[src/rtl/fl_pipe_stat.sv]
// fl_pipe_stat: registered FrameLink output stage with a two-entry skid buffer,
// a frame protocol checker (ERR) and optional saturating frame/word counters.
// Ports: CLK, RESET (sync, active-low), RX_* FrameLink input, TX_* FrameLink
// output, ERR[1:0] sticky errors, CNT_CLEAR, FRAME_CNT/WORD_CNT (32-bit).
// Build option: define FL_PIPE_STAT_STATS_EN to build the counters; otherwise
// FRAME_CNT and WORD_CNT are tied to 0.
module fl_pipe_stat #(
  parameter int DATA_WIDTH = 32,
  parameter int DREM_WIDTH = $clog2(DATA_WIDTH / 8)
) (
  input  logic                  CLK,
  input  logic                  RESET,
  input  logic [DATA_WIDTH-1:0] RX_DATA,
  input  logic [DREM_WIDTH-1:0] RX_DREM,
  input  logic                  RX_SOF_N,
  input  logic                  RX_EOF_N,
  input  logic                  RX_SOP_N,
  input  logic                  RX_EOP_N,
  input  logic                  RX_SRC_RDY_N,
  output logic                  RX_DST_RDY_N,
  output logic [DATA_WIDTH-1:0] TX_DATA,
  output logic [DREM_WIDTH-1:0] TX_DREM,
  output logic                  TX_SOF_N,
  output logic                  TX_EOF_N,
  output logic                  TX_SOP_N,
  output logic                  TX_EOP_N,
  output logic                  TX_SRC_RDY_N,
  input  logic                  TX_DST_RDY_N,
  output logic [1:0]            ERR,
  input  logic                  CNT_CLEAR,
  output logic [31:0]           FRAME_CNT,
  output logic [31:0]           WORD_CNT
);

  typedef struct packed {
    logic [DATA_WIDTH-1:0] data;
    logic [DREM_WIDTH-1:0] drem;
    logic                  sof_n;
    logic                  eof_n;
    logic                  sop_n;
    logic                  eop_n;
  } word_t;

  localparam word_t IDLE_W = '{'0, '0, 1'b1, 1'b1, 1'b1, 1'b1};

  word_t rx_w;
  word_t main_q;
  word_t skid_q;
  logic  main_v;
  logic  skid_v;
  logic  skid_v_nxt;
  logic  rdy_n_q;
  logic  rx_xfer;
  logic  tx_xfer;

  assign rx_w = '{RX_DATA, RX_DREM, RX_SOF_N,
                  RX_EOF_N, RX_SOP_N, RX_EOP_N};

  assign rx_xfer = ~RX_SRC_RDY_N & ~rdy_n_q;
  assign tx_xfer = main_v & ~TX_DST_RDY_N;

  // skid can only be written while it is empty,
  // because RX is held off whenever it is full
  always_comb begin
    skid_v_nxt = skid_v;
    if (skid_v)
      skid_v_nxt = ~tx_xfer;
    else
      skid_v_nxt = rx_xfer & main_v & ~tx_xfer;
  end

  always_ff @(posedge CLK) begin
    if (!RESET) begin
      main_q  <= IDLE_W;
      skid_q  <= IDLE_W;
      main_v  <= 1'b0;
      skid_v  <= 1'b0;
      rdy_n_q <= 1'b1;
    end else begin
      if (skid_v) begin
        if (tx_xfer)
          main_q <= skid_q;
      end else if (rx_xfer) begin
        if (!main_v || tx_xfer) begin
          main_q <= rx_w;
          main_v <= 1'b1;
        end else begin
          skid_q <= rx_w;
        end
      end else if (tx_xfer) begin
        main_v <= 1'b0;
      end
      skid_v  <= skid_v_nxt;
      rdy_n_q <= skid_v_nxt;
    end
  end

  assign RX_DST_RDY_N = rdy_n_q;
  assign TX_SRC_RDY_N = ~main_v;
  assign TX_DATA      = main_q.data;
  assign TX_DREM      = main_q.drem;
  assign TX_SOF_N     = main_q.sof_n;
  assign TX_EOF_N     = main_q.eof_n;
  assign TX_SOP_N     = main_q.sop_n;
  assign TX_EOP_N     = main_q.eop_n;

  logic       in_frame;
  logic [1:0] err_q;
  logic [1:0] err_hit;
  logic       sof;
  logic       eof;
  logic       eop;

  assign sof = ~RX_SOF_N;
  assign eof = ~RX_EOF_N;
  assign eop = ~RX_EOP_N;

  assign err_hit[0] = sof & in_frame;
  assign err_hit[1] = (~sof & ~in_frame) | (eof & ~eop);

  always_ff @(posedge CLK) begin
    if (!RESET) begin
      in_frame <= 1'b0;
      err_q    <= 2'b00;
    end else begin
      if (rx_xfer) begin
        if (eof)
          in_frame <= 1'b0;
        else if (sof)
          in_frame <= 1'b1;
      end
      if (CNT_CLEAR)
        err_q <= 2'b00;
      else if (rx_xfer)
        err_q <= err_q | err_hit;
    end
  end

  assign ERR = err_q;

`ifdef FL_PIPE_STAT_STATS_EN
  logic [31:0] frame_q;
  logic [31:0] word_q;

  always_ff @(posedge CLK) begin
    if (!RESET || CNT_CLEAR) begin
      frame_q <= '0;
      word_q  <= '0;
    end else if (tx_xfer) begin
      if (word_q != 32'hFFFF_FFFF)
        word_q <= word_q + 32'd1;
      if (!main_q.eof_n && frame_q != 32'hFFFF_FFFF)
        frame_q <= frame_q + 32'd1;
    end
  end

  assign FRAME_CNT = frame_q;
  assign WORD_CNT  = word_q;
`else
  assign FRAME_CNT = 32'd0;
  assign WORD_CNT  = 32'd0;
`endif

endmodule
[config.mk]
export PLATFORM = sky130hd
export DESIGN_NAME = fl_pipe_stat
export DESIGN_NICKNAME = d
export VERILOG_FILES = /design/src/rtl/fl_pipe_stat.sv
export SDC_FILE = /design/constraint.sdc
export NUM_CORES = 1
export LEC_CHECK = 0
export CAP_MARGIN = 40
export CORE_ASPECT_RATIO = 0.8
export CORE_MARGIN = 1.5
export CORE_UTILIZATION = 28
export CTS_CLUSTER_DIAMETER = 120
export CTS_CLUSTER_SIZE = 24
export DETAILED_ROUTE_END_ITERATION = 10
export GPL_ROUTABILITY_DRIVEN = 0
export GPL_TIMING_DRIVEN = 0
export PLACE_DENSITY = 0.64
export SLEW_MARGIN = 10
export SYNTH_ARGS = -nofsm -noshare
export SYNTH_HDL_FRONTEND = slang
export SYNTH_SLANG_ARGS = --single-unit
[constraint.sdc]
create_clock -name CLK -period 2.2 [get_ports CLK]
set_clock_uncertainty 0.2 [all_clocks]
set_input_delay 0.44 -clock CLK [delete_from_list [all_inputs] [get_ports CLK]]
set_output_delay 0.44 -clock CLK [all_outputs]
set_load 0.005 [all_outputs]
==> results.json <==
{
  "yosys_warnings": 0,
  "whs_ps": 254,
  "areaGrowthSynthToFinish_pct": 39.4,
  "rsz0062_at_grt": "false",
  "drt-pass1-iter-count": 4,
  "drc_errors": 0,
  "synth_mux_area_share_pct": 18.2,
  "detail-route-antenna-nets": 0,
  "dp_hpwl_um": 8210,
  "peakVddDrop_uv": 362,
  "setup_viol": 0,
  "vias": 3333,
  "clockRootBuffer": "clkbuf_16",
  "drt_wl_total_um": 10800,
  "reg2reg_slack_ps": 340,
  "hp-class": "reg2reg",
  "grt_max_degree": 14,
  "die_h_um": 110,
  "clockBufferDepth": 2,
  "clk_pin_slew_ps": 60,
  "syn_area_um2": 4020,
  "place_ws_ps": -180,
  "drv_slew": 0,
  "hold_depth": 2,
  "ys_seq_elements": 82,
  "yosysSeqAreaShare_pct": 40.8,
  "crit_family": "buffers and inverters",
  "crit_required_ps": 2270,
  "critPathMaxFanout": 10,
  "cts_tree": "built",
  "wl_per_cell_um": 14.0,
  "min_period_over_period_pct": 93.2,
  "fill_cells": 1396,
  "dieArea_um2": 15100,
  "start_util_pct": 29.2,
  "r2r_end": "skid_q[24]",
  "critPathKind": "in2reg",
  "place_area_um2": 5320,
  "tightest_slew_ps": 736,
  "yosys.area_share.xor_xnor_pct": 0,
  "htreeDepth": 3,
  "grt_overflow_total": 0,
  "clock-sinks": 82,
  "status": "complete, no violations",
  "drv_cap": 0,
  "drtIter0Drc": 146,
  "numPortBuffers": 83,
  "synth_adder_area_share_pct": 0,
  "crit_arrival_ps": 2120,
  "fin_setup_tns_ps": 0,
  "core_area_um2": 13800,
  "final_nets": 635,
  "whs_endpoint": "ERR[1]",
  "io_pins": 149,
  "postCtsSetupRepairBufs": 0,
  "critPathCaptureType": "flop",
  "routed_via_density": 4.29,
  "synth_top_family_by_area": "multiplexers",
  "r2r_cells": 6,
  "cpMaxStageDelayCell": "clkdlybuf4s50_1",
  "cpPeakStageDelay_ps": 520,
  "grt_pass1_wl_um": 16500,
  "grt_antenna_before_repair": 0,
  "totalPowerFinal_mw": 3.72,
  "synth-simple-area-share_pct": 9.24,
  "antenna_cells": 0,
  "numCtsBuffers": 9,
  "p_leak_nw": 2.21,
  "clock.fmax_mhz": 488,
  "synth_compound_area_share_pct": 14.0,
  "synth.avg_cell_area_um2": 9.25,
  "setup_slack_ps": 150,
  "hold_viol_final": 0,
  "rows": 38,
  "clkLatencyLatePin_ps": 340,
  "grt_pass1_vias": 3199,
  "fin_crit_ps": 2050,
  "die_w_um": 137,
  "crit_chain": "clkdlybuf4s50_1 -> or3_4 -> buf_6 -> nor2_8 -> buf_12 -> mux2i_1",
  "timing.rr.start": "skid_v",
  "p_per_area_nw_per_um2": 663,
  "hp-start": "ERR[1]",
  "groute.usage.overall_pct": 14.5,
  "relSlewSlack_pct": 50.9,
  "crit_buf_inv": 3,
  "drive_gt1_share_pct": 16.6,
  "postSynthCellCount": 435,
  "crit_path_start_kind": "input port",
  "ys_types": 28,
  "postLayoutCellArea_um2": 5610
}
layout by cell type, fill, tap and decap left out, types with 2 or more instances in the layout:
master           instances
buf_4                   64
buf_6                    2
nand4_1                  4
buf_12                   3
a21oi_1                 37
clkdlybuf4s50_1         83
o31a_1                   4
a211oi_1                35
inv_1                    6
dfxtp_1                 82
buf_2                   11
clkbuf_16                9
conb_1                  64
mux2i_1                 73
nor2_1                   4
clkbuf_1                19
clkinvlp_4               2
nand2_1                 70
o21ai_1                  5
clkinv_2                 2
nor2b_1                  2
o311ai_1                 4
stage by stage:
step / instances / util [%]
3_5_place_dp: 761 / 38.5
6_report: 777 / 40.7
4_1_cts: 777 / 40.6
2_1_floorplan: 498 / -
5_1_grt: 777 / 40.7
3_3_place_gp: 761 / 38.5
Yosys cell counts:
cell type,count,share of area (%)
dfxtp_1,82,41
mux2i_1,73,18
nand2_1,70,6.5
buf_4,64,12
a21oi_1,37,4.6
a211oi_1,35,6.5
clkbuf_1,17,1.6
buf_2,12,1.5
inv_1,6,0.56
o21ai_1,5,0.62
nand4_1,4,0.62
nor2_1,4,0.37
o311ai_1,4,0.87
o31a_1,4,0.87
buf_12,3,1.5
buf_6,2,0.56
nor2b_1,2,0.31
and2_1,1,0.16
conb_1,1,0.093
inv_2,1,0.093
nand2b_1,1,0.16
nor2_8,1,0.50
nor3_1,1,0.12
nor3b_1,1,0.19
o21ai_0,1,0.12
o21bai_1,1,0.19
o22ai_1,1,0.16
or3_4,1,0.28
cell type report:
type	count	area, um^2	area share, %
multi-input combinational	311	1910	34.0
sequential	82	1640	29.3
timing repair buffer	83	831	14.8
buffer	98	689	12.3
clock buffer	11	233	4.15
tap	180	225	4.02
clock inverter	5	55.1	0.981
inverter	7	26.3	0.468
worst max-delay path by stage:
stage | slack (ps) | from | endpoint | cells past startpoint
after floorplan | 490 | skid_v | skid_q[10] | 6
final | 150 | RX_SRC_RDY_N | skid_q[24] | 6
after detailed placement | -180 | RX_SRC_RDY_N | skid_q[8] | 6
after CTS | 170 | RX_SRC_RDY_N | TX_DATA[11] | 6
after global routing | 20 | TX_DST_RDY_N | TX_DATA[11] | 6
after global placement | -130 | RX_SRC_RDY_N | TX_DATA[10] | 6
cell families after synthesis:
kind of cell | after synthesis
buffers and inverters | 105
AO/OA/AOI/OAI | 88
AND/OR/NAND/NOR | 86
flip-flops | 82
multiplexers | 73
other | 1
layer usage:
layer	vias to the layer above	share of wire, %	GRT usage (%)
li1	1688	-	-
met1	1547	46	18.3
met2	90	46	24.4
met3	8	6.3	4.39
met4	0	0.83	3.61
met5	-	0	0
flip-flops by register name, summed over array words and instances (netlist names):
register	count
ERR	2
RX_DST_RDY_N	1
TX_DATA	32
TX_DREM	2
TX_EOF_N	1
TX_EOP_N	1
TX_SOF_N	1
TX_SOP_N	1
in_frame	1
main_v	1
skid_q	38
skid_v	1
report_power, final:
part | internal [mW] | switching (mW) | leakage (nW)
registers | 1.56 | 0.0469 | 0.669
clock network | 0.876 | 0.607 | 0.136
logic | 0.348 | 0.284 | 1.40
total | 2.78 | 0.938 | 2.21
repair_timing:
action	in CTS	in global routing
resized for setup	0	2
hold buffers	0	0
setup endpoints to repair	0	5
worst reg2reg max path, cell delays in order, from the launching register on:
cell     delay (ps)
dfxtp_1         300
buf_6           120
or3_4           380
buf_6           150
nor2_8          240
buf_12          190
mux2i_1         200
Note: power is estimated with default switching activity, not from simulation.
